===== src/rtl/apb_gpio.sv =====
// apb_gpio: APB3/APB4 slave exposing board I/O as memory-mapped registers,
// with a programmable number of ACCESS-phase wait states.
//   clock, reset          : system clock, asynchronous active-high reset
//   in_p*                 : APB slave interface (in_pprot ignored)
//   gpio_out[15:0]        : LED drive (LED register)
//   gpio_in[15:0]         : switch inputs, asynchronous, 2-flop synchronized
//   seg0..seg7[7:0]       : active-low {dp,g,f,e,d,c,b,a} per digit, registered
// Register map (off = in_paddr & ADDR_MASK):
//   0x0 LED RW [15:0] | 0x4 SW RO [15:0] | 0x8 SEG RW [31:0] | 0xC SEG_EN RW [7:0]
module apb_gpio #(
  parameter int unsigned WAIT_CYCLES = 1,
  parameter logic [31:0] ADDR_MASK   = 32'h0000_0FFF
) (
  input  logic        clock,
  input  logic        reset,
  input  logic [31:0] in_paddr,
  input  logic        in_psel,
  input  logic        in_penable,
  input  logic [2:0]  in_pprot,
  input  logic        in_pwrite,
  input  logic [31:0] in_pwdata,
  input  logic [3:0]  in_pstrb,
  output logic        in_pready,
  output logic [31:0] in_prdata,
  output logic        in_pslverr,
  output logic [15:0] gpio_out,
  input  logic [15:0] gpio_in,
  output logic [7:0]  seg0,
  output logic [7:0]  seg1,
  output logic [7:0]  seg2,
  output logic [7:0]  seg3,
  output logic [7:0]  seg4,
  output logic [7:0]  seg5,
  output logic [7:0]  seg6,
  output logic [7:0]  seg7
);

  localparam logic [3:0] LP_WAIT = 4'(WAIT_CYCLES);

  typedef enum logic [1:0] {S_IDLE, S_WAIT, S_RESP} state_t;

  state_t          r_state;
  logic [3:0]      r_cnt;
  logic            r_pready;
  logic            r_pslverr;
  logic [31:0]     r_prdata;
  logic [15:0]     r_led;
  logic [31:0]     r_seg_val;
  logic [7:0]      r_seg_en;
  logic [15:0]     r_sync1;
  logic [15:0]     r_sync2;
  logic [7:0][7:0] r_seg;

  logic [31:0]     w_off;
  logic            w_err;
  logic [31:0]     w_rdata;
  logic [31:0]     w_resp_rdata;
  logic            w_unused;

  assign w_unused = ^in_pprot;

  assign w_off = in_paddr & ADDR_MASK;
  assign w_err = (w_off >= 32'h10) || (w_off[1:0] != 2'b00) ||
                 (in_pwrite && (w_off[3:2] == 2'd1));

  always_comb begin
    w_rdata = '0;
    case (w_off[3:2])
      2'd0: w_rdata = {16'h0000, r_led};
      2'd1: w_rdata = {16'h0000, r_sync2};
      2'd2: w_rdata = r_seg_val;
      2'd3: w_rdata = {24'h000000, r_seg_en};
      default: w_rdata = '0;
    endcase
  end

  // Response is captured on the edge entering RESP, so it is valid while pready is high.
  assign w_resp_rdata = (w_err || in_pwrite) ? '0 : w_rdata;

  function automatic logic [7:0] glyph(input logic [3:0] v);
    case (v)
      4'h0: glyph = 8'hC0;  4'h1: glyph = 8'hF9;  4'h2: glyph = 8'hA4;  4'h3: glyph = 8'hB0;
      4'h4: glyph = 8'h99;  4'h5: glyph = 8'h92;  4'h6: glyph = 8'h82;  4'h7: glyph = 8'hF8;
      4'h8: glyph = 8'h80;  4'h9: glyph = 8'h90;  4'hA: glyph = 8'h88;  4'hB: glyph = 8'h83;
      4'hC: glyph = 8'hC6;  4'hD: glyph = 8'hA1;  4'hE: glyph = 8'h86;  default: glyph = 8'h8E;
    endcase
  endfunction

  always_ff @(posedge clock or posedge reset) begin
    if (reset) begin
      r_state   <= S_IDLE;
      r_cnt     <= '0;
      r_pready  <= 1'b0;
      r_pslverr <= 1'b0;
      r_prdata  <= '0;
      r_led     <= '0;
      r_seg_val <= '0;
      r_seg_en  <= '0;
      r_sync1   <= '0;
      r_sync2   <= '0;
      r_seg     <= '1;
    end else begin
      r_sync1   <= gpio_in;
      r_sync2   <= r_sync1;
      r_pready  <= 1'b0;
      r_pslverr <= 1'b0;
      r_prdata  <= '0;

      for (int unsigned i = 0; i < 8; i++)
        r_seg[i] <= r_seg_en[i] ? glyph(r_seg_val[4*i +: 4]) : 8'hFF;

      case (r_state)
        S_IDLE: begin
          if (in_psel && !in_penable) begin
            r_cnt <= LP_WAIT;
            // Zero wait states: respond in the first ACCESS cycle, skipping WAIT.
            if (LP_WAIT == 4'd0) begin
              r_state   <= S_RESP;
              r_pready  <= 1'b1;
              r_pslverr <= w_err;
              r_prdata  <= w_resp_rdata;
            end else begin
              r_state <= S_WAIT;
            end
          end
        end
        S_WAIT: begin
          if (!in_psel) begin
            r_state <= S_IDLE;
          end else if (in_penable) begin
            // Last counted wait cycle: move to RESP so pready lands in ACCESS cycle N+1.
            if (r_cnt == 4'd1) begin
              r_state   <= S_RESP;
              r_cnt     <= '0;
              r_pready  <= 1'b1;
              r_pslverr <= w_err;
              r_prdata  <= w_resp_rdata;
            end else begin
              r_cnt <= r_cnt - 4'd1;
            end
          end
        end
        S_RESP: begin
          r_state <= S_IDLE;
          if (in_psel && in_penable && in_pwrite && !r_pslverr) begin
            case (w_off[3:2])
              2'd0: begin
                for (int unsigned b = 0; b < 2; b++)
                  if (in_pstrb[b]) r_led[8*b +: 8] <= in_pwdata[8*b +: 8];
              end
              2'd2: begin
                for (int unsigned b = 0; b < 4; b++)
                  if (in_pstrb[b]) r_seg_val[8*b +: 8] <= in_pwdata[8*b +: 8];
              end
              2'd3: begin
                if (in_pstrb[0]) r_seg_en <= in_pwdata[7:0];
              end
              default: ;
            endcase
          end
        end
        default: r_state <= S_IDLE;
      endcase
    end
  end

  assign in_pready  = r_pready;
  assign in_prdata  = r_prdata;
  assign in_pslverr = r_pslverr;
  assign gpio_out   = r_led;
  assign seg0 = r_seg[0];
  assign seg1 = r_seg[1];
  assign seg2 = r_seg[2];
  assign seg3 = r_seg[3];
  assign seg4 = r_seg[4];
  assign seg5 = r_seg[5];
  assign seg6 = r_seg[6];
  assign seg7 = r_seg[7];

endmodule


===== config.mk =====
export PLATFORM = sky130hd
export DESIGN_NAME = apb_gpio
export DESIGN_NICKNAME = d
export VERILOG_FILES = /design/src/rtl/apb_gpio.sv
export SDC_FILE = /design/constraint.sdc
export NUM_CORES = 1
export LEC_CHECK = 0
export CORE_MARGIN = 8
export CORE_UTILIZATION = 52
export CTS_BUF_LIST = sky130_fd_sc_hd__clkbuf_8
export DETAILED_ROUTE_END_ITERATION = 12
export GPL_ROUTABILITY_DRIVEN = 0
export PLACE_DENSITY = 0.84
export SETUP_SLACK_MARGIN = 0.1
export SLEW_MARGIN = 15
export SYNTH_ARGS = -nofsm -noshare
export SYNTH_HDL_FRONTEND = slang
export SYNTH_SLANG_ARGS = --single-unit

===== constraint.sdc =====
create_clock -name clock -period 8.55 [get_ports clock]
set_input_delay 2.1375 -clock clock [delete_from_list [all_inputs] [get_ports clock]]
set_output_delay 2.1375 -clock clock [all_outputs]
set_load 0.05 [all_outputs]

* Word-level counts from Yosys, hierarchy flattened
Memory sizes are Yosys's and may differ from the RTL's.
Cells that the tools add are included.
** Operators by class
- Magnitude comparators :: 1
- Mux-type cells :: 32
- Reductions and logical operators :: 23
- Equal/unequal tests :: 11
- $add $sub $neg :: 1
** Operator list (count)
- 2-to-1 mux 32 bit :: 5
- one-hot mux 32 bit (4 select lines) :: 1
- 2-to-1 mux 8 bit :: 8
- AND reduction 4 bit :: 8
- 2-to-1 mux 4 bit :: 4
- >= comparator 12 x 5 -> 1 bit, second input constant :: 1
- 2-to-1 mux 1 bit :: 8
- 2-to-1 mux 2 bit :: 4
- one-hot mux 4 bit (2 select lines) :: 1
- equality test 2 bit, second input constant :: 3
- != test 2 bit, second input constant :: 3
- != test 3 bit, second input constant :: 2
- logical AND 1 bit :: 5
- equality test 2 x 1 -> 1 bit, second input constant :: 2
- equality test 4 x 1 -> 1 bit, second input constant :: 1
- zero test 2 bit :: 2
- one-hot mux 2 bit (2 select lines) :: 1
- nonzero test 2 bit :: 2
- subtractor 4 x 1 -> 4 bit, second input constant :: 1
- logical OR 1 bit :: 3
- AND reduction 3 bit :: 1
- zero test 1 bit :: 2
** Storage, ports and cells
- Input port bits :: 92
- ROM bits :: 896
- Memories :: 8
- Flip-flop bits (word level) :: 192
- Word-level logic and storage cells :: 98
- Output and inout port bits :: 114
** Memory list
- (name not given) :: depth 16, width 7, read ports 1, clocked after Yosys merged registers in 0, write ports 0, RTL line 81 : case (v)
- (name not given) :: depth 16, width 7, read ports 1, clocked after Yosys merged registers in 0, write ports 0, RTL line 81
- (name not given) :: depth 16, width 7, read ports 1, clocked after Yosys merged registers in 0, write ports 0, RTL line 81
- (name not given) :: depth 16, width 7, read ports 1, clocked after Yosys merged registers in 0, write ports 0, RTL line 81
- (name not given) :: depth 16, width 7, read ports 1, clocked after Yosys merged registers in 0, write ports 0, RTL line 81
- (name not given) :: depth 16, width 7, read ports 1, clocked after Yosys merged registers in 0, write ports 0, RTL line 81
- +2 memories

* Depth between registers and ports, before layout
Gate-level depths: netlist of run 1.
- Depth after elaboration :: 9
- Mapped depth :: 7
- Gate-level depth less buffers :: 5

* Least setup slack after synthesis of run 1
Ideal clock, no wire load.
- Path type :: input -> register
- Start :: in in_pwrite
- End :: reg r_seg_en[0]
- Library setup time :: 125 ps
- Stages :: 5
- Required time :: 8425 ps
- Path buffers :: 2
- Slack :: 5256 ps
- Data arrival time :: 3170 ps
- Path through :: and4b_1 clkbuf_1 and3_1 buf_2 mux2_2
** Between the ends
- Longest elaborated chain between the ends :: 3
** Ends and longest elaborated chain
- from (decl) :: RTL line 20 : input logic in_pwrite,
- logical AND 1 bit (2 in a row) :: RTL line 145 : if (in_psel && in_penable && in_pwrite && !r_pslverr) begin
- AND reduction 4 bit (no source line)
- to (signal assigned) :: RTL line 156 : if (in_pstrb[0]) r_seg_en <= in_pwdata[7:0];
- to (decl) :: RTL line 49 : logic [7:0] r_seg_en;
Every way passes these cells.
A chain may end at the register's enable or synchronous reset.

* Final worst setup path of run 1
- Start :: in in_paddr[3]
- End :: reg r_seg_val[13]
** Between the ends
- Longest elaborated chain between the ends :: 2
** Ends and longest elaborated chain
- from (decl) :: RTL line 16 : input logic [31:0] in_paddr,
- equality test 2 bit :: RTL line 146 : case (w_off[3:2])
- AND reduction 4 bit (no source line)
- to (signal, indexed assignment) :: RTL line 153 : if (in_pstrb[b]) r_seg_val[8*b +: 8] <= in_pwdata[8*b +: 8];
- to (decl) :: RTL line 48 : logic [31:0] r_seg_val;
Every way passes these cells.

==> impl_metrics.py, run 1 <==
metrics = {
    "global_route": {
        "grt_pass1_wl_um": 32230,
        "grt_antenna_before_repair": 0,
        "grt_max_degree": 115,
        "grt-ovfl-total": 0,
        "grt_usage": 0.1912,
        "grt_pass1_vias": 5968,
    },
    "finish": {
        "fin_area_um2": 10880,
        "fill_cells": 1206,
        "diodes": 0,
        "instances_no_fill": 1094,
        "drive_gt1_frac": 0.2357,
        "area_growth_pct": 25.64,
        "final_core_utilization": 0.6632,
        "nets": 1003,
    },
    "logic_synthesis": {
        "ys_async_sr_fraction": 1.000,
        "synth_warnings": 0,
        "ys.flop_type": "dfrtp_1",
        "yosys-top-cells-count": "dfrtp_1, mux2_2, dfstp_2",
        "synth_seq_cells": 184,
        "synth-edff-count": 0,
        "syn-instance-count": 713,
        "synth_top_area_frac": 0.3698,
        "synth_top_area_cell": "dfrtp_1",
        "synthTopCellsByArea": "dfrtp_1, dfstp_2, mux2_2, ha_1, o211ai_1",
        "synth_area_um2": 8661,
        "synthDistinctLibCells": 46,
        "synth.most_common_cell": "dfrtp_1",
        "synth.avg_cell_area_um2": 12.15,
        "yosysSeqAreaShare": 0.5397,
    },
    "worst_setup_path": {
        "reg2reg_slack_ns": 6.36,
        "timing.rr.start": "r_cnt[1]$_DFFE_PP0P_",
        "worstPathArrival_ns": 4.56,
        "cp-start-kind": "primary input",
        "rr_endpoint": "in_prdata[11]$_DFF_PP0_",
        "worstPathMaxFanout": 21,
        "reg2reg_depth": 5,
        "worstSetupEndpointType": "flop",
        "required_ns": 8.89,
        "critPathKind": "primary input to flop",
    },
    "sta": {
        "rsz0062_at_grt": "false",
        "setup_ws_ns": 4.327,
        "whs_ns": 0.3546,
        "fin_crit_sh": 0.4939,
        "max-slew-margin-rel": 0.4197,
        "skew_ns": 0.009569,
        "hold_viol": 0,
        "setup_viol_count_final": 0,
        "finalSetupTns_ns": 0,
        "worst_pin_slew_ns": 0.8704,
        "drv_slew": 0,
        "clock.fmax_ghz": 0.2368,
        "fin_crit_ns": 4.223,
    },
    "clocking": {
        "cts_hold_buf": 0,
        "cts_buffers": 17,
        "cts_tree": "built",
        "cts-resized-gates": 0,
        "clk_path_buf_depth": 2,
        "post_cts_buffers": 0,
        "clk_latency_ns": 0.45,
        "htree_levels": 4,
        "cts_sinks": 184,
        "clockRootBuffer": "clkbuf_8",
        "cts.clk_slew.worst_paths_ns": 0.09,
    },
    "die": {
        "start_util": 0.5279,
        "core_um2": 16410,
        "io-pin-count": 206,
        "fp-row-count": 47,
        "die_w_um": 145.1,
        "dieArea_um2": 21040,
        "chipHeight_um": 145.1,
    },
    "power": {
        "vdd_drop_max_uv": 96.38,
        "leakage_nw": 4.379,
        "power_mw": 1.715,
        "p_per_area_nw_per_um2": 157.6,
    },
    "detailed_routing": {
        "first_pass_iters": 4,
        "drc": 0,
        "drtIter0Drc": 247,
        "ant_nets": 0,
        "vias": 5749,
        "routed_wl_um": 19590,
        "route.detailed.wl_per_inst_um": 17.91,
        "via_per_inst": 5.255,
    },
    "place": {
        "dp_slack_ns": 3.756,
        "dp_hpwl_um": 13830,
        "port_buffers": 174,
        "dpl.cell_count": 1062,
        "placed_area_um2": 10470,
    },
    "min_path": {
        "hp-class": "flop to flop",
        "hold_path_startpoint": "r_sync1[10]$_DFF_PP0_",
        "whs_endpoint": "r_sync2[10]$_DFF_PP0_",
        "hold_path_depth": 0,
    },
    "outcome": {
        "status": "completed",
    },
    "run": {
        "cap_viol_max_count": 0,
    },
}
==> power by group <==
| group | switching, mW | internal, mW |
|---|---|---|
| clock network | 0.319 | 0.275 |
| logic | 0.110 | 0.0837 |
| registers | 0.0263 | 0.900 |
==> cells in the final DEF, fill, tap and decap left out, types with 2 or more instances in the layout <==
cell	instances
nand4_1	2
o31a_1	2
nor4_1	3
ha_1	50
inv_6	6
dfrtp_1	128
inv_1	34
clkbuf_8	18
bufinv_16	2
o211ai_1	53
nand3_1	28
and3_1	2
nand2_1	53
nor2b_1	13
nor3_1	2
o21ai_0	20
clkinvlp_4	3
dfstp_2	56
mux2i_1	14
clkdlybuf4s50_1	174
a21oi_1	22
nor3_2	24
nor2_1	19
conb_1	8
nor3b_2	6
inv_8	2
mux2_2	69
mux4_2	8
nor3b_1	4
and2_1	3
o311ai_0	5
nand2b_1	11
buf_4	4
a2bb2oi_1	8
==> how the worst max path moves through the flow <==
stage          slack (ns)  cells past startpoint   startpoint                        end
6_report             4.33                      5  in_paddr[3]  r_seg_val[13]$_DFFE_PP0P_
5_1_grt              4.18                      5  in_paddr[3]   r_seg_val[9]$_DFFE_PP0P_
2_1_floorplan        1.50                      1        reset    gpio_out[0]$_DFFE_PP0P_
3_5_place_dp         3.76                      5  in_paddr[3]  r_seg_val[14]$_DFFE_PP0P_
4_1_cts              4.27                      5  in_paddr[3]  r_seg_val[14]$_DFFE_PP0P_
3_3_place_gp         3.81                      5  in_paddr[3]   r_seg_val[9]$_DFFE_PP0P_
==> logic make-up (layout without fill, tap and decap cells) <==
| logic type | after synthesis | count (layout) | synth area share |
|---|---|---|---|
| other | 1 | 8 | 0.0004330 |
| buffers and inverters | 91 | 245 | 0.04695 |
| adders and majority gates | 50 | 50 | 0.07223 |
| xor gates and xnor gates | 1 | 1 | 0.001011 |
| AOI/OAI and AO/OA | 116 | 116 | 0.09131 |
| muxes | 91 | 91 | 0.1267 |
| DFF | 184 | 184 | 0.5397 |
| and+or+nand+nor | 179 | 179 | 0.1216 |
==> registers in the layout, summed over array words and instances (netlist names), 8 cells and up <==
register and count:
r_seg_en 8, r_sync2 16, in_prdata 32, r_seg_val 32
r_sync1 16, gpio_out 16
==> layout make-up <==
class                   count  area [µm²]  share of cell area
inverters                  35       138.9             0.01276
flip-flops and latches    184        4674              0.4296
clock inverters            14       160.2             0.01472
repair buffers            178        1772              0.1628
clock buffers              18       247.7             0.02277
well taps                 220       275.3             0.02530
multi-input cells         445        3613              0.3321
==> critical path, stage by stage <==
cell             delay (ns)
clkdlybuf4s50_1        0.46
buf_4                  0.35
nor4bb_1               0.61
nand3_1                0.56
mux2_2                 0.44
==> per-layer routing <==
| layer | track usage | share of wire | vias up |
|---|---|---|---|
| met1 | 0.2340 | 0.43 | 2830 |
| met3 | 0.05317 | 0.046 | 14 |
| met5 | 0 | 0 | - |
| met4 | 0.05206 | 0.011 | 0 |
| met2 | 0.3262 | 0.51 | 134 |
| li1 | - | - | 2771 |
No activity file was read; power rests on OpenSTA's default activity.
==> inputs of run 2 (changes only) <==
CORE_UTILIZATION = 47   (was 52)
PLACE_DENSITY = 0.8   (was 0.84)
clock period = 3.76 ns   (was 8.55 ns; I/O delays follow)
==> run 2 against run 1 <==
  * Global-route usage is 1.3 points lower
  * Setup slack worse by 3.5 ns
  * Sequential cell count stayed put
  * Final cell count is 1.4% higher
  * Critical path depth is 1 lower
==> impl_metrics.py, run 2 (same netlist as run 1, synthesis figures left out) <==
metrics = {
    "power": {
        "vdd_drop_max_uv": 273.6,
        "p_per_area_nw_per_um2": 361.4,
        "swShare": 0.2618,
        "p_seq_frac": 0.532,
        "power_frac_comb": 0.114,
        "clockPowerShare": 0.354,
        "cell_internal_pwr_mw": 2.925,
        "p_sw_mw": 1.037,
        "leakage_nw": 4.417,
    },
    "sta": {
        "setup_ws_ns": 0.7806,
        "fin_crit_sh": 0.7924,
        "drv_slew": 0,
        "setup_viol_count_final": 0,
        "hold_viol": 0,
        "whs_ns": 0.3518,
        "max-slew-margin-rel": 0.4461,
        "worst_pin_slew_ns": 0.8197,
        "rsz0062_at_grt": "false",
        "clock.fmax_ghz": 0.3356,
        "fin_crit_ns": 2.979,
        "skew_ns": 0.01125,
        "finalSetupTns_ns": 0,
    },
    "clocking": {
        "cts_sinks": 184,
        "clk_latency_ns": 0.46,
        "post_cts_buffers": 0,
        "cts_buffers": 17,
        "clk_path_buf_depth": 2,
        "cts-resized-gates": 0,
        "cts.clk_slew.worst_paths_ns": 0.09,
        "clockRootBuffer": "clkbuf_8",
        "cts_hold_buf": 0,
        "cts_tree": "built",
        "htree_levels": 4,
    },
    "finish": {
        "area_growth_pct": 26.58,
        "fill_cells": 1440,
        "multiInputGateArea_um2": 3611,
        "seqCellArea_um2": 4674,
        "drive_gt1_frac": 0.2360,
        "final_common_cell": "clkdlybuf4s50_1",
        "nets": 1006,
        "layout_common_cells": "clkdlybuf4s50_1, dfrtp_1, mux2_2",
    },
    "global_route": {
        "grt_pass1_vias": 5912,
        "grt_max_degree": 81,
        "grt-ovfl-total": 0,
        "grt_antenna_before_repair": 2,
        "grt_pass1_wl_um": 31720,
        "grt_usage": 0.1780,
    },
    "outcome": {
        "status": "completed",
    },
    "worst_setup_path": {
        "timing.rr.start": "in_pslverr$_DFF_PP0_",
        "cp-start-kind": "primary input",
        "required_ns": 4.10,
        "reg2reg_slack_ns": 1.50,
        "path_cells": "clkdlybuf4s50_1 > nor4bb_1 > nand3_1 > mux2_2",
        "critPathKind": "primary input to flop",
        "max_stage_delay_ns": 0.76,
        "reg2reg_depth": 3,
        "rr_endpoint": "r_seg_val[29]$_DFFE_PP0P_",
        "critPathSlowestCell": "nor4bb_1",
        "critPathTopFamily": "simple AND/OR/NAND/NOR gates",
        "worstPathArrival_ns": 3.32,
        "worstPathMaxFanout": 8,
        "path_buf_inv": 1,
        "worstSetupEndpointType": "flop",
    },
    "detailed_routing": {
        "ant_nets": 0,
        "routed_wl_um": 20060,
        "route.detailed.wl_per_inst_um": 18.08,
        "drtIter0Drc": 214,
        "vias": 5813,
        "first_pass_iters": 4,
        "drc": 0,
        "via_per_inst": 5.242,
    },
    "place": {
        "dp_hpwl_um": 14420,
        "dp_slack_ns": 0.2870,
        "port_buffers": 174,
    },
    "die": {
        "core_um2": 18020,
        "dieArea_um2": 23030,
        "chipHeight_um": 151.7,
        "start_util": 0.4805,
        "die_w_um": 151.7,
        "fp-row-count": 49,
        "io-pin-count": 206,
    },
    "min_path": {
        "hp-class": "flop to flop",
        "whs_endpoint": "r_sync2[12]$_DFF_PP0_",
        "hold_path_depth": 0,
        "hold_path_startpoint": "r_sync1[12]$_DFF_PP0_",
    },
    "run": {
        "cap_viol_max_count": 0,
    },
}
run 2: changes by cell type in the layout (fill, tap and decap cells not counted):
cell | previous run | this run
inv_6 | 6 | 5
clkinvlp_4 | 3 | 2
inv_1 | 34 | 35
clkinv_2 | 1 | 3
nor2b_2 | 1 | 0
bufinv_16 | 2 | 3
inv_8 | 2 | 0
nor2b_1 | 13 | 14
diode_2 | 0 | 3
buf_12 | 0 | 3
run 2: worst max path at each step:
stage | startpoint | endpoint | slack [ns] | cells past startpoint
2_1_floorplan | reset | gpio_out[0]$_DFFE_PP0P_ | 0.50 | 1
3_3_place_gp | in_penable | r_seg_val[15]$_DFFE_PP0P_ | 0.32 | 4
3_5_place_dp | in_penable | r_seg_val[29]$_DFFE_PP0P_ | 0.29 | 4
4_1_cts | in_penable | r_seg_val[29]$_DFFE_PP0P_ | 0.79 | 4
5_1_grt | in_penable | r_seg_val[29]$_DFFE_PP0P_ | 0.62 | 4
6_report | in_penable | r_seg_val[29]$_DFFE_PP0P_ | 0.78 | 4
run 2: routing by layer:
metal  GRT usage  vias up  part of all wire
li1            -     2779                 -
met1      0.2286     2895              0.44
met2      0.2934      119              0.50
met3     0.03475       20             0.045
met4     0.06614        0             0.016
met5           0        -                 0
run 2: stage by stage:
| stage | power (mW) | instances | cell area, µm² | utilization |
|---|---|---|---|---|
| 2_1_floorplan | 2.425 | 720 | 8691 | - |
| 3_3_place_gp | 2.584 | 1074 | 10540 | 0.5847 |
| 3_5_place_dp | 2.598 | 1074 | 10540 | 0.5847 |
| 4_1_cts | 4.009 | 1106 | 10960 | 0.6078 |
| 5_1_grt | 4.132 | 1108 | 10960 | 0.6081 |
| 6_report | 3.963 | 1109 | 10960 | 0.6082 |
run 2: area by class of cell:
cell class | instances | share of cell area
clock inverters | 14 | 0.01541
clock buffers | 18 | 0.02260
well taps | 229 | 0.02614
multi-input cells | 445 | 0.3294
flip-flops and latches | 184 | 0.4264
repair buffers | 181 | 0.1671
diodes | 3 | 0.0006848
inverters | 35 | 0.01233
run 2: power by group through the flow:
stage	Combinational [mW]	Sequential (mW)	Clock (mW)
after floorplan	0.241	2.18	0
after global placement	0.445	2.14	0
after detailed placement	0.456	2.14	0
after CTS	0.458	2.11	1.44
after global routing	0.490	2.12	1.52
final	0.451	2.11	1.40
==> inputs of run 3 (changes only) <==
clock period = 2.6 ns   (was 3.76 ns; I/O delays follow)
==> run 3 against run 2 <==
  * Setup slack worse by 0.63 ns
  * Clock power is 36% higher
  * Largest power group unchanged
  * Critical path type is now flop to primary output
  * First-iteration DRC count is 46% higher
  * Count of clock-buffer cells in the layout is 1 lower
  * Global-route usage is 0.087 points lower
  * Core utilization is 1.1 points higher
  * Clock skew is 0.0036 ns higher
  * Via count is 0.21% lower
==> impl_metrics.py, run 3 (same netlist as run 1, synthesis figures left out) <==
metrics = {
    "outcome": {
        "status": "completed",
    },
    "sta": {
        "fin_crit_ns": 2.451,
        "drv_slew": 0,
        "skew_ns": 0.01484,
        "max-slew-margin-rel": 0.5027,
        "rsz0062_at_grt": "false",
        "clock.fmax_ghz": 0.4080,
        "setup_ws_ns": 0.1490,
        "worst_pin_slew_ns": 0.7444,
        "fin_crit_sh": 0.9427,
        "hold_viol": 0,
        "setup_viol_count_final": 0,
        "whs_ns": 0.3546,
    },
    "worst_setup_path": {
        "critPathSlowestCell": "clkdlybuf4s50_1",
        "critPathKind": "flop to primary output",
        "max_stage_delay_ns": 0.81,
        "crit_start": "seg2[3]$_DFF_PP1_",
        "worstSetupEndpointType": "primary output",
        "cp-start-kind": "flop",
        "critPathTopFamily": "buffers and inverters",
        "path_buf_inv": 1,
        "worstPathArrival_ns": 1.80,
        "required_ns": 1.95,
        "worstPathMaxFanout": 1,
        "timing.rr.start": "r_cnt[1]$_DFFE_PP0P_",
        "path_cells": "clkdlybuf4s50_1",
    },
    "global_route": {
        "grt_antenna_before_repair": 0,
        "grt_usage": 0.1771,
        "grt_pass1_vias": 5951,
        "grt-ovfl-total": 0,
        "grt_max_degree": 66,
        "grt_pass1_wl_um": 31600,
    },
    "clocking": {
        "cts_hold_buf": 0,
        "clk_latency_ns": 0.47,
        "htree_levels": 4,
        "cts_buffers": 17,
        "clockRootBuffer": "clkbuf_8",
        "clk_path_buf_depth": 2,
        "cts_sinks": 184,
        "post_cts_buffers": 0,
        "cts-resized-gates": 7,
        "cts_tree": "built",
        "cts.clk_slew.worst_paths_ns": 0.09,
    },
    "power": {
        "p_per_area_nw_per_um2": 502.7,
        "vdd_drop_max_uv": 307.0,
        "leakage_nw": 4.472,
        "power_mw": 5.613,
    },
    "finish": {
        "diodes": 0,
        "nets": 1021,
        "area_growth_pct": 28.92,
        "final_common_cell": "clkdlybuf4s50_1",
        "drive_gt1_frac": 0.2489,
        "fin_area_um2": 11170,
        "layout_common_cells": "clkdlybuf4s50_1, dfrtp_1, mux2_2",
    },
    "detailed_routing": {
        "vias": 5801,
        "routed_wl_um": 19680,
        "via_per_inst": 5.175,
        "first_pass_iters": 5,
        "drtIter0Drc": 312,
        "drc": 0,
        "route.detailed.wl_per_inst_um": 17.55,
        "ant_nets": 0,
    },
    "place": {
        "port_buffers": 174,
        "dp_slack_ns": 0.1383,
        "placed_area_um2": 10700,
        "dp_hpwl_um": 14410,
    },
    "die": {
        "io-pin-count": 206,
        "chipHeight_um": 151.7,
        "die_w_um": 151.7,
        "start_util": 0.4805,
        "dieArea_um2": 23030,
        "fp-row-count": 49,
        "core_um2": 18020,
    },
    "run": {
        "cap_viol_max_count": 0,
    },
    "min_path": {
        "hold_path_startpoint": "r_sync1[5]$_DFF_PP0_",
        "hp-class": "flop to flop",
    },
}
[run 3: final timing paths]
path | endpoint | slack, ns | depth (start not counted)
setup / recovery | seg2[3] | 0.15 | 1
hold / removal | r_sync2[5]$_DFF_PP0_ | 0.35 | 0
setup reg to reg | in_prdata[0]$_DFF_PP0_ | 0.57 | 6
hold reg to reg | r_sync2[5]$_DFF_PP0_ | 0.35 | 0
max in group asynchronous | seg6[5]$_DFF_PP1_ | 1.38 | 3
min in group asynchronous | gpio_out[0]$_DFFE_PP0P_ | 0.52 | 2
[run 3: final cells by class]
cell class              instances  area (µm²)
multi-input cells             445        3611
inverters                      35       135.1
clock buffers                  17       234.0
fillers                      1463        6859
well taps                     229       286.5
clock inverters                15       161.4
flip-flops and latches        184        4674
repair buffers                196        2063
[run 3: routing by layer]
layer / vias to the layer above / GRT usage / share of wire
met5: - / 0 / 0
li1: 2819 / - / -
met4: 0 / 0.06957 / 0.019
met3: 26 / 0.03980 / 0.051
met2: 135 / 0.2907 / 0.50
met1: 2821 / 0.2237 / 0.43
[run 3: stage by stage]
stage	utilization	std cells	TNS (ns)
6_report	0.6195	1121	0
3_3_place_gp	0.5937	1089	0
5_1_grt	0.6195	1121	0
4_1_cts	0.6152	1121	0
3_5_place_dp	0.5937	1089	0
2_1_floorplan	-	720	-47.21
[run 3: report_power, final]
part / switching [mW] / internal [mW]
sequential: 0.0861 / 2.96
combinational: 0.369 / 0.293
clock: 1.10 / 0.800
total: 1.56 / 4.05
